==> src/rtl/universal_shift_pkg.sv <==
// rtl/universal_shift_pkg.sv - opcodes, state encoding and decode helper for universal_shift_reg
//
// Purpose : Shared definitions for the universal shift register slice.
// Contents: OP_* opcode localparams, state_t (ST_IDLE / ST_RUN),
//           is_step_op() which tells whether an opcode walks the sequencer.
// Config  : ROTATE_EN - when defined, ROL/ROR count as multi-step operations.

package universal_shift_pkg;

  localparam logic [2:0] OP_NOP  = 3'b000;
  localparam logic [2:0] OP_LOAD = 3'b001;
  localparam logic [2:0] OP_SHL  = 3'b010;
  localparam logic [2:0] OP_SHR  = 3'b011;
  localparam logic [2:0] OP_ROL  = 3'b100;
  localparam logic [2:0] OP_ROR  = 3'b101;
  localparam logic [2:0] OP_CLR  = 3'b110;
  localparam logic [2:0] OP_RSVD = 3'b111;

  typedef enum logic {
    ST_IDLE = 1'b0,
    ST_RUN  = 1'b1
  } state_t;

  // True for opcodes that advance one position per clock in RUN.
  // Without rotate support, ROL/ROR fall through to the single-edge NOP path.
  function automatic logic is_step_op(input logic [2:0] op);
    logic r;
    r = 1'b0;
    case (op)
      OP_SHL,
      OP_SHR: r = 1'b1;
`ifdef ROTATE_EN
      OP_ROL,
      OP_ROR: r = 1'b1;
`endif
      default: r = 1'b0;
    endcase
    return r;
  endfunction

endpackage

==> src/rtl/shift_step.sv <==
// rtl/shift_step.sv - combinational single-position shift/rotate step
//
// Purpose : Produces the register value after one step of the given opcode.
//           Opcodes that are not shift/rotate pass the value through.
// Ports   : i_q      [WIDTH] current register value
//           i_op     [3]     latched opcode
//           i_sin_l  [1]     serial in, enters bit 0 on SHL
//           i_sin_r  [1]     serial in, enters bit WIDTH-1 on SHR
//           o_q_next [WIDTH] value after one step
// Config  : ROTATE_EN - when undefined, no rotate muxing is built.

module shift_step
  import universal_shift_pkg::*;
#(
  parameter int WIDTH = 8
) (
  input  logic [WIDTH-1:0] i_q,
  input  logic [2:0]       i_op,
  input  logic             i_sin_l,
  input  logic             i_sin_r,
  output logic [WIDTH-1:0] o_q_next
);

  always_comb begin
    o_q_next = i_q;
    case (i_op)
      OP_SHL:  o_q_next = {i_q[WIDTH-2:0], i_sin_l};
      OP_SHR:  o_q_next = {i_sin_r, i_q[WIDTH-1:1]};
`ifdef ROTATE_EN
      OP_ROL:  o_q_next = {i_q[WIDTH-2:0], i_q[WIDTH-1]};
      OP_ROR:  o_q_next = {i_q[0], i_q[WIDTH-1:1]};
`endif
      default: o_q_next = i_q;
    endcase
  end

endmodule

==> src/rtl/universal_shift_reg.sv <==
// rtl/universal_shift_reg.sv - universal shift register with command handshake and step sequencer
//
// Purpose : Accepts one command at a time; LOAD/CLR/NOP/amount-0 complete at
//           the acceptance edge, shift/rotate by N walk N edges in RUN.
// Ports   : clk, rst          clock, synchronous active-high reset
//           cmd_valid/ready   command handshake (ready only in IDLE)
//           cmd_op  [3]       opcode (see universal_shift_pkg)
//           cmd_amt [CNT_W]   step count for shift/rotate
//           load_data [WIDTH] parallel load value
//           sin_l, sin_r      serial inputs, sampled on every step edge
//           q, qbar [WIDTH]   register contents and complement
//           sout_l, sout_r    q msb / q lsb
//           busy              high in RUN
//           done              one-cycle completion pulse
// Config  : ROTATE_EN - enables ROL/ROR; otherwise they execute as NOP.

module universal_shift_reg
  import universal_shift_pkg::*;
#(
  parameter int WIDTH = 8,
  parameter int CNT_W = $clog2(WIDTH + 1)
) (
  input  logic             clk,
  input  logic             rst,
  input  logic             cmd_valid,
  output logic             cmd_ready,
  input  logic [2:0]       cmd_op,
  input  logic [CNT_W-1:0] cmd_amt,
  input  logic [WIDTH-1:0] load_data,
  input  logic             sin_l,
  input  logic             sin_r,
  output logic [WIDTH-1:0] q,
  output logic [WIDTH-1:0] qbar,
  output logic             sout_l,
  output logic             sout_r,
  output logic             busy,
  output logic             done
);

  state_t             r_state;
  state_t             w_state_next;
  logic [2:0]         r_op;
  logic [2:0]         w_op_next;
  logic [CNT_W-1:0]   r_rem;
  logic [CNT_W-1:0]   w_rem_next;
  logic [WIDTH-1:0]   r_q;
  logic [WIDTH-1:0]   w_q_next;
  logic               r_done;
  logic               w_done_next;
  logic [WIDTH-1:0]   w_step;
  logic               w_accept;
  logic               w_last_step;

  // The step datapath always looks at the latched opcode; it is only
  // consumed while in RUN, where r_op holds the shift/rotate being executed.
  shift_step #(
    .WIDTH (WIDTH)
  ) u_shift_step (
    .i_q      (r_q),
    .i_op     (r_op),
    .i_sin_l  (sin_l),
    .i_sin_r  (sin_r),
    .o_q_next (w_step)
  );

  assign w_accept    = cmd_valid && (r_state == ST_IDLE);
  // Treat a zero count in RUN as the last step too, so a corrupted counter
  // can never leave the sequencer spinning.
  assign w_last_step = (r_rem == CNT_W'(1)) || (r_rem == '0);

  // State and datapath registers.
  always_ff @(posedge clk) begin
    if (rst) begin
      r_state <= ST_IDLE;
      r_op    <= OP_NOP;
      r_rem   <= '0;
      r_q     <= '0;
      r_done  <= 1'b0;
    end else begin
      r_state <= w_state_next;
      r_op    <= w_op_next;
      r_rem   <= w_rem_next;
      r_q     <= w_q_next;
      r_done  <= w_done_next;
    end
  end

  // Next-state and next-datapath logic.
  always_comb begin
    w_state_next = r_state;
    w_op_next    = r_op;
    w_rem_next   = r_rem;
    w_q_next     = r_q;
    w_done_next  = 1'b0;
    case (r_state)
      ST_IDLE: begin
        if (w_accept) begin
          w_op_next  = cmd_op;
          w_rem_next = cmd_amt;
          if (is_step_op(cmd_op) && (cmd_amt != '0)) begin
            w_state_next = ST_RUN;
          end else begin
            // Single-edge commands: LOAD, CLR, NOP, reserved, amount 0,
            // and rotates when rotate support is compiled out.
            w_done_next = 1'b1;
            if (cmd_op == OP_LOAD) begin
              w_q_next = load_data;
            end else if (cmd_op == OP_CLR) begin
              w_q_next = '0;
            end
          end
        end
      end
      ST_RUN: begin
        w_q_next   = w_step;
        w_rem_next = r_rem - CNT_W'(1);
        if (w_last_step) begin
          w_state_next = ST_IDLE;
          w_done_next  = 1'b1;
        end
      end
      default: begin
        w_state_next = ST_IDLE;
      end
    endcase
  end

  // Outputs.
  always_comb begin
    cmd_ready = (r_state == ST_IDLE);
    busy      = (r_state == ST_RUN);
    done      = r_done;
    q         = r_q;
    qbar      = ~r_q;
    sout_l    = r_q[WIDTH-1];
    sout_r    = r_q[0];
  end

endmodule

==> config.mk <==
export PLATFORM = sky130hd
export DESIGN_NAME = universal_shift_reg
export DESIGN_NICKNAME = d
export VERILOG_FILES = /design/src/rtl/universal_shift_pkg.sv /design/src/rtl/shift_step.sv /design/src/rtl/universal_shift_reg.sv
export SDC_FILE = /design/constraint.sdc
export NUM_CORES = 1
export LEC_CHECK = 0
export CELL_PAD_IN_SITES_DETAIL_PLACEMENT = 1
export CELL_PAD_IN_SITES_GLOBAL_PLACEMENT = 2
export CORE_MARGIN = 10
export CORE_UTILIZATION = 24
export CTS_CLUSTER_SIZE = 28
export DETAILED_ROUTE_END_ITERATION = 7
export GPL_ROUTABILITY_DRIVEN = 0
export PLACE_DENSITY_LB_ADDON = 0.12
export SETUP_SLACK_MARGIN = 0.05
export SLEW_MARGIN = 30
export SYNTH_ARGS = -nofsm -noshare
export SYNTH_HDL_FRONTEND = slang
export SYNTH_SLANG_ARGS = --single-unit
==> constraint.sdc <==
create_clock -name clk -period 1.8 [get_ports clk]
set_input_delay 0.36 -clock clk [delete_from_list [all_inputs] [get_ports clk]]
set_output_delay 0.36 -clock clk [all_outputs]
set_load 0.02 [all_outputs]
==> impl_metrics.toml <==
[setup_path]
path_class = "register to output port"
cp_max_fo = 3
worstPathRequired_ns = 1.44
crit_buf_inv = 2
path_delay_family = "buffers and inverters"
path_cells = "inv_1 > clkdlybuf4s50_1"
crit_slowest_cell = "clkdlybuf4s50_1"
start_kind = "register"
worst_ep_arrival_time_ns = 1.32
end_kind = "output port"
max_stage_delay_ns = 0.62

[sta]
post-route-period-util = 0.933
finalCriticalPeriod_ns = 1.68
final-max-slew-violation-count = 0
relSlewSlack = 0.752
worst_slew_pin_slew_ns = 0.369
clock_skew_ns = 0.00701
rsz0062_at_grt = "false"
fin_ws_ns = 0.120
finalSetupViolCount = 0
fmax_mhz = 595
hold_viol_final = 0

[logic_synthesis]
synth-edff-count = 0
syn-cell-area_mm2 = 0.00105
async_flop_share = 0
ys_types = 36
ys_top_cells_by_count = "17 x dfxtp_1, 12 x nor2_1, 11 x inv_1, 8 x o22ai_1, 7 x mux2i_1"
syn_inst = 115
yosysTopAreaCellShare = 0.325
synth_seq_cells = 17
ys.flop_type = "dfxtp_1"
ys_warn_count = 0
syn_avg_cell_area_um2 = 9.12
yosysMostFrequentCell = "dfxtp_1"
synth_seq_area_share = 0.325
yosys-top-cells-area = "dfxtp_1 32%, mux2i_1 6.7%, or2b_2 5.0%"
yosysTopAreaCell = "dfxtp_1"
syn_nets = 137

[finish]
fin_cells = 217
multi_input_area_um2 = 602
design_area_mm2 = 0.00162
fillers = 480
antenna_cells = 0
drive_gt1_frac = 0.204
fin_nets = 190
regArea_um2 = 340
finalCoreUtilization = 0.394
area_delta_synth_final_pct = 54.5

[routing]
vias = 1022
antenna_left = 0
drc = 0
drtIter0Drc = 43
wirelength_um = 3470
viasPerCell = 4.71
avgRoutedWirePerCell_um = 16.0
drt_pass1_iterations = 4

[die]
initial_core_util = 0.255
pin_count = 41
core_mm2 = 0.00412
die_area_mm2 = 0.00741
num_rows = 23
die_x_um = 86.1
die_h_um = 86.1

[power]
ir_worst_vdd_uv = 364
power_density_mw_per_mm2 = 550
p_leak_nw = 0.605

[clock_tree]
cts-root-buf = "clkbuf_8"
cts.clk_slew.worst_paths_ns = 0.07
cts_tree = "done"
h-tree-depth = 1
cts_sinks = 17
post_cts.repair.setup_buffers = 0
cts_hold_buf = 0
clock_path_buffers = 2
insertion_delay_ns = 0.25
cts_made_buffers = 3

[placed_design]
post_dp_cell_area_mm2 = 0.00156
dp_cells = 213
preCtsSetupSlack_ns = -0.223
hpwl_um = 2900
port-buffer-count = 40

[run]
maxCapViolCount = 0

[status]
status = "completed"

[global_route]
antenna_found_initial = 0
grt_pass1_wl_um = 5890
grt_max_degree = 17
global_route.usage.total = 0.0964
first_global_vias = 1155
grt_overflow_total = 0

[worst_hold_path]
hp-class = "input port to register"
## layout by cell type, fill, tap and decap left out, types with 2 or more instances in the layout
master	count
a221oi_1	5
and3b_1	2
a22oi_1	4
dlymetal6s2s_1	2
dfxtp_1	17
or2b_2	6
mux2_2	2
or2b_1	2
clkdlybuf4s50_1	38
nor3_1	6
buf_4	16
nor2_1	12
inv_1	11
ha_1	2
a21oi_1	5
clkbuf_8	3
o22ai_1	7
a211oi_1	2
mux2i_1	7
## logic make-up after synthesis
family	after synthesis	synth area share
adders and majority gates	2	0.0239
and+or+nand+nor	37	0.242
AOI/OAI and AO/OA	30	0.205
DFF	17	0.325
buffers and inverters	20	0.116
muxes	9	0.0883
## flip-flops by register name, summed over array words and instances, names as in the netlist
| signal | flops |
|---|---|
| r_rem | 4 |
| q | 8 |
| r_op | 3 |
| done | 1 |
| busy | 1 |
## area by class of cell
type	count	area share
tap	50	0.0386
inverter	12	0.0278
clock buffer	4	0.0278
multi-input combinational	78	0.371
sequential	17	0.210
timing repair buffer	56	0.324
## metrics by stage
| step | power (mW) | hold WS (ns) | setup TNS (ns) |
|---|---|---|---|
| after CTS | 0.904 | 0.520 | 0 |
| after global routing | 0.952 | 0.525 | 0 |
| after global placement | 0.612 | 0.508 | -1.19 |
| final | 0.891 | 0.503 | 0 |
| after floorplan | 0.510 | 0.475 | 0 |
| after detailed placement | 0.614 | 0.510 | -1.47 |
## worst min-delay path, delay by kind of cell
kind                   cells  cell delay [ns]
buffers and inverters      1             0.16
AOI/OAI and AO/OA          1             0.10
and+or+nand+nor            1             0.09
## report_power, final
group	total (mW)	internal (mW)	switching [mW]
logic	0.202	0.111	0.0910
clock network	0.286	0.157	0.129
registers	0.403	0.392	0.0114
total	0.891	0.659	0.232
## path summary, 6_finish.rpt
check               startpoint                     to  slack (ns)  cells past startpoint
min                 cmd_amt[0]  r_rem[0]$_SDFFE_PP0N_        0.50                      3
max reg2reg    busy$_SDFF_PP0_      q[5]$_SDFFE_PP0P_        0.30                      5
min reg2reg  q[7]$_SDFFE_PP0P_      q[7]$_SDFFE_PP0P_        0.52                      2
max          q[3]$_SDFFE_PP0P_                qbar[3]        0.12                      2
## what timing repair did
action                                  4_1_cts  5_1_grt
resized for setup                             2        3
endpoints found under the hold margin         0        0
endpoints found under the setup margin        2        6
pin swaps                                     1        2
gates cloned                                  0        0
## per-layer routing
layer	GRT usage	vias to the layer above	part of all wire	wire length, µm
met5	0	-	0	0
met4	0.0135	0	0	0
met3	0.0350	0	0.065	226
met2	0.170	27	0.51	1790
met1	0.110	476	0.42	1460
li1	-	519	-	-
(Power assumes the default switching activity.)
